### src/rtl/ram_prog_loader.sv
// Bus-master sequencer for the DFF RAM: LOAD streams a valid/ready source into
// consecutive addresses, DUMP reads every address back out to a valid/ready sink.
//
// state      | meaning
// S_IDLE     | waiting for start_load / start_dump
// S_LOAD     | accepting bytes, one RAM write per handshake
// S_RD_REQ   | ce_n low for one cycle at mar = addr
// S_RD_CAP   | RAM data_out valid, captured into out_data
// S_DUMP_OUT | holding out_data/out_valid until out_ready
// S_DONE     | one-cycle done pulse
module ram_prog_loader #(
  parameter int RAM_BYTES = 16,
  parameter int ADDR_BITS = 4
) (
  input  logic                 clk,
  input  logic                 rst_n,
  input  logic                 start_load,
  input  logic                 start_dump,
  input  logic                 abort,
  input  logic [7:0]           in_data,
  input  logic                 in_valid,
  output logic                 in_ready,
  output logic [7:0]           out_data,
  output logic                 out_valid,
  input  logic                 out_ready,
  output logic                 busy,
  output logic                 done,
  output logic [ADDR_BITS-1:0] mar,
  output logic [7:0]           ram_din,
  output logic                 lr_n,
  output logic                 ce_n,
  input  logic [7:0]           ram_dout
);

  typedef enum logic [2:0] {
    S_IDLE, S_LOAD, S_RD_REQ, S_RD_CAP, S_DUMP_OUT, S_DONE
  } state_t;

  localparam logic [ADDR_BITS-1:0] LAST = ADDR_BITS'(RAM_BYTES - 1);

  state_t               state;
  logic [ADDR_BITS-1:0] addr;

  always_ff @(posedge clk or negedge rst_n) begin
    if (!rst_n) begin
      state     <= S_IDLE;
      addr      <= '0;
      out_data  <= 8'h00;
      out_valid <= 1'b0;
    end else if (abort) begin
      state     <= S_IDLE;
      out_valid <= 1'b0;
    end else begin
      case (state)
        S_IDLE: begin
          if (start_load) begin
            addr  <= '0;
            state <= S_LOAD;
          end else if (start_dump) begin
            addr  <= '0;
            state <= S_RD_REQ;
          end
        end
        S_LOAD: begin
          if (in_valid) begin
            if (addr == LAST) state <= S_DONE;
            else              addr  <= addr + 1'b1;
          end
        end
        S_RD_REQ: state <= S_RD_CAP;
        S_RD_CAP: begin
          out_data  <= ram_dout;
          out_valid <= 1'b1;
          state     <= S_DUMP_OUT;
        end
        S_DUMP_OUT: begin
          if (out_ready) begin
            out_valid <= 1'b0;
            // address saturates on the last byte so it never wraps onto mar
            if (addr == LAST) begin
              state <= S_DONE;
            end else begin
              addr  <= addr + 1'b1;
              state <= S_RD_REQ;
            end
          end
        end
        S_DONE:  state <= S_IDLE;
        default: state <= S_IDLE;
      endcase
    end
  end

  // abort suppresses the same-cycle write and handshake
  assign in_ready = (state == S_LOAD) && !abort;
  assign lr_n     = !(in_ready && in_valid);
  assign ce_n     = (state != S_RD_REQ);
  assign busy     = (state != S_IDLE);
  assign done     = (state == S_DONE);
  assign mar      = addr;
  assign ram_din  = in_data;

endmodule

### config.mk
export PLATFORM = sky130hd
export DESIGN_NAME = ram_prog_loader
export DESIGN_NICKNAME = d
export VERILOG_FILES = /design/src/rtl/ram_prog_loader.sv
export SDC_FILE = /design/constraint.sdc
export NUM_CORES = 1
export LEC_CHECK = 0
export ABC_AREA = 0
export BUFFER_PORTS_ARGS = -buffer_cell sky130_fd_sc_hd__buf_2
export CAP_MARGIN = 20
export CELL_PAD_IN_SITES_DETAIL_PLACEMENT = 0
export CELL_PAD_IN_SITES_GLOBAL_PLACEMENT = 1
export CORE_MARGIN = 4
export CORE_UTILIZATION = 34
export DETAILED_ROUTE_END_ITERATION = 12
export PLACE_DENSITY = 0.85
export SLEW_MARGIN = 30
export SYNTH_ARGS = -nofsm -noshare
export SYNTH_HDL_FRONTEND = slang
export SYNTH_SLANG_ARGS = --single-unit
### constraint.sdc
create_clock -name clk -period 3.5 [get_ports clk]
set_clock_uncertainty 0.15 [all_clocks]
set_input_delay 0.525 -clock clk [delete_from_list [all_inputs] [get_ports clk]]
set_output_delay 0.525 -clock clk [all_outputs]
set_load 0.02 [all_outputs]
==> metrics.md, run 1 <==
| Metric | Value |
|---|---|
| Outcome | `finished, final reports clean` |
| Avg Vias per Cell | `5.200` |
| Mux contribution to synthesized area | `0.1074` |
| Reg2Reg Setup Slack | `1.63 ns` |
| Die ar. | `3681 um^2` |
| #FFs+latches synth | `16` |
| Placed Area | `1060 um^2` |
| Largest net degree at the start of global routing | `17` |
| Grt ovf | `0` |
| Initial core utilization | `0.3674` |
| Drt first pass iters | `4` |
| Crit path capture type | `output pin` |
| Hold path startpoint | `ram_dout[1]` |
| Final Core Density | `0.4254` |
| Largest family of logic cells by synthesized area | `compound AO/OA/AOI/OAI gates` |
| CTS tree | `done` |
| Max H-tree Level | `1` |
| Worst slew margin | `0.7154` |
| Final instance area | `1092 um^2` |
| Clock slew at reported path FFs | `0.09 ns` |
| CP endpoint | `ce_n` |
| Tot Pwr | `0.0006096 W` |
| Buf+Inv Stages, Crit Path | `2` |
| Top FF cell, synth | `dfrtp_1` |
| WP depth | `3` |
| Top-level port count | `49` |
| Top cell type's share of synthesized area | `0.4244` |
| Synth Area in Compound Gates | `0.1737` |
| Setup repair after global routing missed its margin | `false` |
| Post-route worst setup slack | `1.280 ns` |
| # setup viols final | `0` |
| Gp weighted congestion | `0.8741` |
| Slowest cell on crit path | `dfrtp_1` |
| Req. time, crit path | `2.82 ns` |
| Syn Nets | `114` |
| Clock latency on the worst-skew pair | `0.28 ns` |
| Site Rows | `18` |
| MaxCap Viol Count | `0` |
| Arr. time, crit path | `1.55 ns` |
| Nets | `141` |
| Cell family with most CP delay | `flip-flops` |
| Pwr per Cell Area | `558.1 nW/um^2` |
| Routed WL | `1962 um` |
| Yosys warning count | `0` |
| # DRC | `0` |
| EDFF count, synth | `0` |
| Cell variety after synth | `33` |
| Hold Crit Depth | `2` |
| Total track usage | `0.1205` |
| P_leak | `0.5138 nW` |
| Clock Root Buffer | `clkbuf_4` |
| Leading post-synthesis cells by cell area | `dfrtp_1 42%, mux2_2 11%, buf_4 6.4%` |
| Via count | `754` |
| Crit path kind | `reg -> out` |
| First-pass GRT wire length | `3367 um` |
| Worst slew pin tran | `0.4268 ns` |
| Max Fclk | `450.4 MHz` |
| Final min period | `2.220 ns` |
| Die extent in x | `60.68 um` |
| Async SR Flop Fraction | `1.000` |
| Count leader, synth | `dfrtp_1` |
| Final hold vios | `0` |
| Worst vdd ir | `0.0003861 V` |
| Post-Syn Instances | `90` |
| CP Launch Point | `state[1]` |
| Antenna violations before repair | `0` |
| CP cell instances | `inv_1 > or3_1 > buf_2` |
| Port bufs | `32` |
| # hold bufs at CTS | `1` |
| Area growth from synthesis to final layout | `15.78%` |
| Core ar. | `2567 um^2` |
| Critical Path Start Type | `flip-flop` |
| R2R depth | `5` |
| CP Max Fanout | `10` |
| Post-Syn Area | `943.4 um^2` |
| CTS sink count | `16` |
| Sequential share of the synthesized area | `0.4244` |
| Final ANT Viol Nets | `0` |
| Post-synth top area cell | `dfrtp_1` |
| Mean Syn Cell Area | `10.48 um^2` |
| Dpl hpwl | `1555 um` |
| Initial DRC count | `43` |
| Post-Synth XOR/XNOR Area | `0.009284` |
| Adder-cell share of the synthesized area | `0.01326` |
| R2R Path End | `mar[1]` |
| Total CTS buffers | `3` |
| Worst r2r src | `mar[0]` |
| Final setup TNS | `0 ns` |
| Share of layout cells above drive strength 1 | `0.4348` |
| Worst hold-check path type | `in -> reg` |
| Area share of and/or/nand/nor cells after synthesis | `0.1618` |
| Max clock buf depth | `2` |
| Ant diodes | `0` |
| Commonest cells in the netlist | `16 x dfrtp_1, 9 x mux2_2, 8 x buf_4` |
| Number of global-route vias before repair | `769` |
| Fin crit share | `0.6343` |
| Post-CTS resize count | `0` |
| Post-CTS setup buffer count | `0` |
| Slew Limit Fails | `0` |
| Avg WL per Cell | `13.53 um` |
| Slowest stage delay, CP | `0.51 ns` |
| DP Worst Slack | `1.598 ns` |
| Die Y | `60.68 um` |
where the power goes:
part | switching, W | leakage, nW | internal [W]
sequential | 0.0000376 | 0.206 | 0.000236
clock | 0.0000550 | 0.0138 | 0.0000399
combinational | 0.000138 | 0.294 | 0.000103
total | 0.000231 | 0.514 | 0.000379
final cells by class:
type | instances | area, um^2
fill | 265 | 1475
multi-input combinational | 57 | 439.2
sequential | 16 | 400.4
timing repair buffer | 33 | 170.2
tap | 30 | 37.54
clock buffer | 3 | 22.52
inverter | 6 | 22.52
stage by stage:
step                std cells  hold WS [ns]
floorplan                  90       0.07941
global placement          141        0.2986
detailed placement        141        0.3128
CTS                       145        0.3094
global route              145        0.2980
finish                    145        0.3170
sequential cells by signal, summed over array words and instances (netlist names):
register,cells
mar,4
state,3
out_valid,1
out_data,8
cell families (layout without fill, tap and decap cells):
family,count (synthesis),after routing
muxes,9,9
xor gates and xnor gates,1,1
AOI/OAI and AO/OA,21,21
and+or+nand+nor,25,25
buffers and inverters,17,42
DFF,16,16
adders and majority gates,1,1
metal layers:
| metal | track usage | part of all wire | up-vias |
|---|---|---|---|
| li1 | - | - | 371 |
| met1 | 0.1574 | 0.45 | 353 |
| met2 | 0.1939 | 0.46 | 25 |
| met3 | 0.02766 | 0.074 | 5 |
| met4 | 0.04644 | 0.014 | 0 |
| met5 | 0 | 0 | - |
placed cells by master (no fill, tap or decap), types with 2 or more instances in the layout:
cell type and n:
a31oi_1 2, a211oi_1 2, o31ai_1 6, inv_1 6, or2_2 2, nand2_1 2
nor3_1 4, nand2b_1 2, dfrtp_1 16, buf_2 32, o21ai_0 3, mux2_2 9
nor2_1 5, a21oi_1 3, clkbuf_4 3
how the worst min path moves through the flow:
stage                       end  slack (ns)
finish              out_data[1]        0.32
global route        out_data[6]        0.30
CTS                 out_data[1]        0.31
detailed placement       mar[3]        0.31
global placement         mar[3]        0.30
floorplan                mar[0]        0.08
No activity file was read; power rests on OpenSTA's default activity.
==> run 2, diff against run 1 <==
--- a/config.mk
+++ b/config.mk
@@ -11,9 +11,9 @@
 export CELL_PAD_IN_SITES_DETAIL_PLACEMENT = 0
 export CELL_PAD_IN_SITES_GLOBAL_PLACEMENT = 1
 export CORE_MARGIN = 4
-export CORE_UTILIZATION = 34
+export CORE_UTILIZATION = 29
 export DETAILED_ROUTE_END_ITERATION = 12
-export PLACE_DENSITY = 0.85
+export PLACE_DENSITY = 0.77
 export SLEW_MARGIN = 30
 export SYNTH_ARGS = -nofsm -noshare
 export SYNTH_HDL_FRONTEND = slang
==> constraint.sdc (replaced) <==
create_clock -name clk -period 1.95 [get_ports clk]
set_clock_uncertainty 0.15 [all_clocks]
set_input_delay 0.2925 -clock clk [delete_from_list [all_inputs] [get_ports clk]]
set_output_delay 0.2925 -clock clk [all_outputs]
set_load 0.02 [all_outputs]
==> run 2 against run 1 <==
Sequential cell count stayed put; critical endpoint is now lr_n; largest cell class unchanged; global-route usage decreased by 0.30 points; routed wire length grew 14%; first-iteration DRC count is 40% lower; combinational power up 88%; highest routed layer unchanged; critical path type unchanged.
==> metrics.md, run 2 (synthesized netlist as in run 1, its figures left out) <==
| Metric | Value |
|---|---|
| Worst hold-check path type | `in -> reg (unchanged)` |
| CP Max Fanout | `15 (was 10)` |
| Via count | `779 (was 754)` |
| Req. time, crit path | `1.51 ns (was 2.82 ns)` |
| Register with the most flip-flops | `out_data (unchanged)` |
| Flip-flop count of the largest register after layout | `8 (unchanged)` |
| Die ar. | `4230 um^2 (was 3681 um^2)` |
| CTS tree | `done (unchanged)` |
| Clock slew at reported path FFs | `0.09 ns (about the same)` |
| Tot Pwr | `0.001170 W (was 0.0006096 W)` |
| Max clock buf depth | `2 (unchanged)` |
| Antenna violations before repair | `0 (unchanged)` |
| Core ar. | `3078 um^2 (was 2567 um^2)` |
| Initial core utilization | `0.3065 (was 0.3674)` |
| Worst slew pin tran | `0.3913 ns (was 0.4268 ns)` |
| Final min period | `1.852 ns` |
| Nets | `143 (was 141)` |
| Die Y | `65.04 um (was 60.68 um)` |
| Drt first pass iters | `4 (unchanged)` |
| Avg Vias per Cell | `4.809 (was 5.200)` |
| FF+latch area | `404.1 um^2 (was 400.4 um^2)` |
| Arr. time, crit path | `1.41 ns (was 1.55 ns)` |
| Initial DRC count | `26 (was 43)` |
| Gp weighted congestion | `0.8465 (was 0.8741)` |
| Total track usage | `0.1175 (was 0.1205)` |
| Grt ovf | `0 (unchanged)` |
| Share of layout cells above drive strength 1 | `0.5169 (was 0.4348)` |
| CTS sink count | `16 (unchanged)` |
| Final ANT Viol Nets | `0 (unchanged)` |
| Most common cell after layout, fill and taps aside | `buf_2 (unchanged)` |
| Final hold vios | `0 (unchanged)` |
| Ant diodes | `0 (unchanged)` |
| Site Rows | `20 (was 18)` |
| Crit path kind | `reg -> out (unchanged)` |
| Final Core Density | `0.3789 (was 0.4254)` |
| P_leak | `0.5272 nW (was 0.5138 nW)` |
| Avg WL per Cell | `13.83 um (was 13.53 um)` |
| Worst vdd ir | `0.0002731 V (was 0.0003861 V)` |
| Total CTS buffers | `3 (unchanged)` |
| MaxCap Viol Count | `0 (unchanged)` |
| Clock Root Buffer | `clkbuf_4 (unchanged)` |
| # setup viols final | `0 (unchanged)` |
| Area growth from synthesis to final layout | `23.61% (was 15.78%)` |
| Worst slew margin | `0.7383 (was 0.7154)` |
| Commonest cells after routing, fill and taps aside | `32 x buf_2, 13 x dfrtp_1, 9 x mux2_2 (was 32 x buf_2, 16 x dfrtp_1, 9 x mux2_2)` |
| Max Fclk | `539.8 MHz` |
| Clock latency on the worst-skew pair | `0.29 ns (was 0.28 ns)` |
| Routed WL | `2241 um (was 1962 um)` |
| Critical Path Start Type | `flip-flop (unchanged)` |
| First-pass GRT wire length | `3719 um (was 3367 um)` |
| Crit path capture type | `output pin (unchanged)` |
| Pwr per Cell Area | `1004 nW/um^2 (was 558.1 nW/um^2)` |
| Max H-tree Level | `1 (unchanged)` |
| Port bufs | `32 (unchanged)` |
| Fin crit share | `0.9499` |
| Fillers | `319 (was 265)` |
| Largest net degree at the start of global routing | `17 (unchanged)` |
| Slew Limit Fails | `0 (unchanged)` |
| Top-level port count | `49 (unchanged)` |
| Die extent in x | `65.04 um (was 60.68 um)` |
| # DRC | `0 (unchanged)` |
| Dpl hpwl | `1732 um (was 1555 um)` |
| Area of the multi-input gates | `462.9 um^2 (was 439.2 um^2)` |
| Outcome | `finished, final reports clean (unchanged)` |
| Post-CTS setup buffer count | `0 (unchanged)` |
| Number of global-route vias before repair | `781 (was 769)` |
[run 2: path summary, 6_finish.rpt]
check                       startpoint          end  slack (ns)  depth (start not counted)
setup / recovery              state[2]         lr_n         0.1                          5
hold / removal             ram_dout[4]  out_data[4]        0.08                          2
setup reg to reg                mar[0]       mar[3]        0.12                          5
hold reg to reg            out_data[2]  out_data[2]        0.37                          1
max in group asynchronous        rst_n     state[2]        1.06                          2
min in group asynchronous        rst_n       mar[3]        0.30                          2
[run 2: critical path, stage by stage, from the launching register on]
cell and delay [ns]:
dfrtp_2 0.50, inv_1 0.12, nand2_1 0.12, nor3_2 0.14, nand2_1 0.08, buf_2 0.16
[run 2: repair_timing]
item / in CTS / in global routing
endpoints found under the setup margin: 1 / 7
resized for setup: 1 / 7
endpoints found under the hold margin: 16 / 0
hold buffers: 1 / 0
[run 2: power breakdown]
| part | switching (W) | internal, W | leakage (nW) |
|---|---|---|---|
| Sequential | 0.0000712 | 0.000425 | 0.201 |
| Combinational | 0.000261 | 0.000193 | 0.305 |
| Clock | 0.000106 | 0.000114 | 0.0210 |
[run 2: area by class of cell]
class	count	share of cell area
Multi-Input combinational cell	57	0.3970
Sequential cell	16	0.3466
Timing Repair Buffer	35	0.1588
Tap cell	44	0.04721
Clock buffer	4	0.03112
Inverter	6	0.01931
[run 2: metrics by stage]
step / hold WS, ns / TNS [ns] / setup WS (ns) / instances / area, um^2
6_report: 0.08251 / 0 / 0.09761 / 162 / 1166
4_1_cts: 0.06986 / 0 / 0.04687 / 162 / 1140
3_3_place_gp: 0.08090 / 0 / 0.1029 / 157 / 1092
5_1_grt: 0.07105 / -0.005102 / -0.005102 / 162 / 1166
2_1_floorplan: -0.1531 / 0 / 0.08378 / 90 / 943.4
3_5_place_dp: 0.07727 / 0 / 0.06554 / 157 / 1092
[run 2: routing by layer]
layer / routed length, um / vias up / track usage
li1: - / 376 / -
met1: 921 / 372 / 0.1277
met3: 106 / 12 / 0.01733
met2: 1127 / 19 / 0.1992
met5: 0 / - / 0
met4: 86 / 0 / 0.09845
==> run 3, diff against run 2 <==
--- a/config.mk
+++ b/config.mk
@@ -11,9 +11,9 @@
 export CELL_PAD_IN_SITES_DETAIL_PLACEMENT = 0
 export CELL_PAD_IN_SITES_GLOBAL_PLACEMENT = 1
 export CORE_MARGIN = 4
-export CORE_UTILIZATION = 29
+export CORE_UTILIZATION = 34
 export DETAILED_ROUTE_END_ITERATION = 12
-export PLACE_DENSITY = 0.77
+export PLACE_DENSITY = 0.85
 export SLEW_MARGIN = 30
 export SYNTH_ARGS = -nofsm -noshare
 export SYNTH_HDL_FRONTEND = slang
==> constraint.sdc (replaced) <==
create_clock -name clk -period 2.25 [get_ports clk]
set_clock_uncertainty 0.15 [all_clocks]
set_input_delay 0.3375 -clock clk [delete_from_list [all_inputs] [get_ports clk]]
set_output_delay 0.3375 -clock clk [all_outputs]
set_load 0.02 [all_outputs]
==> run 3 against run 2 <==
Count of clock-buffer cells in the layout is the same; register-to-register slack better by 0.25 ns; sequential power is 14% lower; critical path type unchanged; cell count fell by 9.9%; power is 15% lower; sequential cell count is the same; via count is 2.8% lower; critical path depth decreased by 2; utilization grew 5.2 points.
==> metrics.md, run 3 (synthesized netlist as in run 1, its figures left out) <==
| Metric | Value |
|---|---|
| Gp weighted congestion | `0.7473 (was 0.8465)` |
| Fillers | `262 (was 319)` |
| Tot Pwr | `0.0009956 W (was 0.001170 W)` |
| Max H-tree Level | `1 (unchanged)` |
| Via count | `757 (was 779)` |
| Outcome | `finished, final reports clean (unchanged)` |
| Worst hold-check path type | `in -> reg (unchanged)` |
| MaxCap Viol Count | `0 (unchanged)` |
| # DRC | `0 (unchanged)` |
| Die Y | `60.68 um (was 65.04 um)` |
| CTS tree | `done (unchanged)` |
| Final min period | `2.084 ns` |
| Core ar. | `2567 um^2 (was 3078 um^2)` |
| Total CTS buffers | `3 (unchanged)` |
| Pwr per Cell Area | `900.1 nW/um^2 (was 1004 nW/um^2)` |
| CTS sink count | `16 (unchanged)` |
| Top-level port count | `49 (unchanged)` |
| Max clock buf depth | `2 (unchanged)` |
| Clock Root Buffer | `clkbuf_4 (unchanged)` |
| Post-CTS resize count | `0 (was 1)` |
| # setup viols final | `0 (unchanged)` |
| Crit path capture type | `output pin (unchanged)` |
| Clock slew at reported path FFs | `0.11 ns (was 0.09 ns)` |
| Number of global-route vias before repair | `710 (was 781)` |
| Dpl hpwl | `1514 um (was 1732 um)` |
| Register with the most flip-flops | `out_data (unchanged)` |
| Worst slew margin | `0.7079 (was 0.7383)` |
| First-pass GRT wire length | `3132 um (was 3719 um)` |
| Req. time, crit path | `1.76 ns (was 1.51 ns)` |
| Die extent in x | `60.68 um (was 65.04 um)` |
| # hold bufs at CTS | `1 (unchanged)` |
| Critical Path Start Type | `flip-flop (unchanged)` |
| Commonest cells after routing, fill and taps aside | `32 x buf_2, 16 x dfrtp_1, 9 x mux2_2 (was 32 x buf_2, 13 x dfrtp_1, 9 x mux2_2)` |
| Die ar. | `3681 um^2 (was 4230 um^2)` |
| Most common cell after layout, fill and taps aside | `buf_2 (unchanged)` |
| Port bufs | `32 (unchanged)` |
| CP Max Fanout | `10 (was 15)` |
| Final ANT Viol Nets | `0 (unchanged)` |
| Initial DRC count | `14 (was 26)` |
| P_leak | `0.5209 nW (was 0.5272 nW)` |
| Area growth from synthesis to final layout | `17.24% (was 23.61%)` |
| Site Rows | `18 (was 20)` |
| Slew Limit Fails | `0 (unchanged)` |
| Final setup TNS | `0 ns (unchanged)` |
| Final hold vios | `0 (unchanged)` |
| Max Fclk | `480.0 MHz` |
| Share of layout cells above drive strength 1 | `0.4397 (was 0.5169)` |
| Initial core utilization | `0.3674 (was 0.3065)` |
| Fin crit share | `0.9260` |
| Nets | `141 (was 143)` |
| Crit path kind | `reg -> out (unchanged)` |
| Drt first pass iters | `4 (unchanged)` |
| Grt ovf | `0 (unchanged)` |
| Avg WL per Cell | `13.33 um (was 13.83 um)` |
| Total track usage | `0.1119 (was 0.1175)` |
| Worst slew pin tran | `0.4381 ns (was 0.3913 ns)` |
| Ant diodes | `0 (unchanged)` |
| Avg Vias per Cell | `5.185 (was 4.809)` |
| Largest net degree at the start of global routing | `17 (unchanged)` |
| Setup repair after global routing missed its margin | `false` |
| Flip-flop count of the largest register after layout | `8 (unchanged)` |
| Worst vdd ir | `0.0005551 V (was 0.0002731 V)` |
| Post-CTS setup buffer count | `0 (unchanged)` |
| Clock latency on the worst-skew pair | `0.30 ns (was 0.29 ns)` |
| Antenna violations before repair | `0 (unchanged)` |
| Arr. time, crit path | `1.60 ns (was 1.41 ns)` |
| Routed WL | `1946 um (was 2241 um)` |
-- run 3: worst paths after layout --
| kind | slack, ns | cells after the start | start | end |
|---|---|---|---|---|
| setup / recovery | 0.17 | 3 | state[1] | ce_n |
| hold / removal | 0.11 | 2 | ram_dout[7] | out_data[7] |
| setup reg to reg | 0.37 | 5 | mar[0] | mar[2] |
| hold reg to reg | 0.36 | 1 | out_data[1] | out_data[1] |
| max in group asynchronous | 1.36 | 2 | rst_n | out_data[3] |
| min in group asynchronous | 0.31 | 2 | rst_n | mar[3] |
-- run 3: where the power goes --
group,switching (W),leakage [nW],internal (W)
logic,0.000214,0.294,0.000160
clock network,0.0000975,0.0210,0.0000985
registers,0.0000584,0.206,0.000367
-- run 3: metal layers --
metal,track usage,routed length [um],up-vias,part of all wire
met5,0,0,-,0
met4,0.04334,19,0,0.0098
met1,0.1393,871,343,0.45
li1,-,-,374,-
met2,0.1817,886,34,0.46
met3,0.03404,167,6,0.086
-- run 3: metrics by stage --
stage                     instances  setup slack [ns]  hold slack, ns  cell area [um^2]    util
after floorplan                  90            0.3388         -0.1081             943.4       -
after global placement          141            0.4211          0.1093              1060  0.4128
after detailed placement        141            0.3941          0.1160              1060  0.4128
after CTS                       146            0.1641          0.1123              1106  0.4308
after global routing            146           0.05650          0.1119              1106  0.4308
final                           146            0.1665          0.1118              1106  0.4308
-- run 3: layout make-up --
type,instances,area [um^2],share of cell area
Multi-Input combinational cell,57,439.2,0.3971
Inverter,6,22.52,0.02036
Tap cell,30,37.54,0.03394
Clock buffer,4,36.28,0.03281
Timing Repair Buffer,33,170.2,0.1538
Sequential cell,16,400.4,0.3620
-- run 3: worst max-delay path, stage by stage (launching register included) --
cell and delay [ns]:
dfrtp_1 0.52, inv_1 0.22, or3_1 0.40, buf_2 0.16
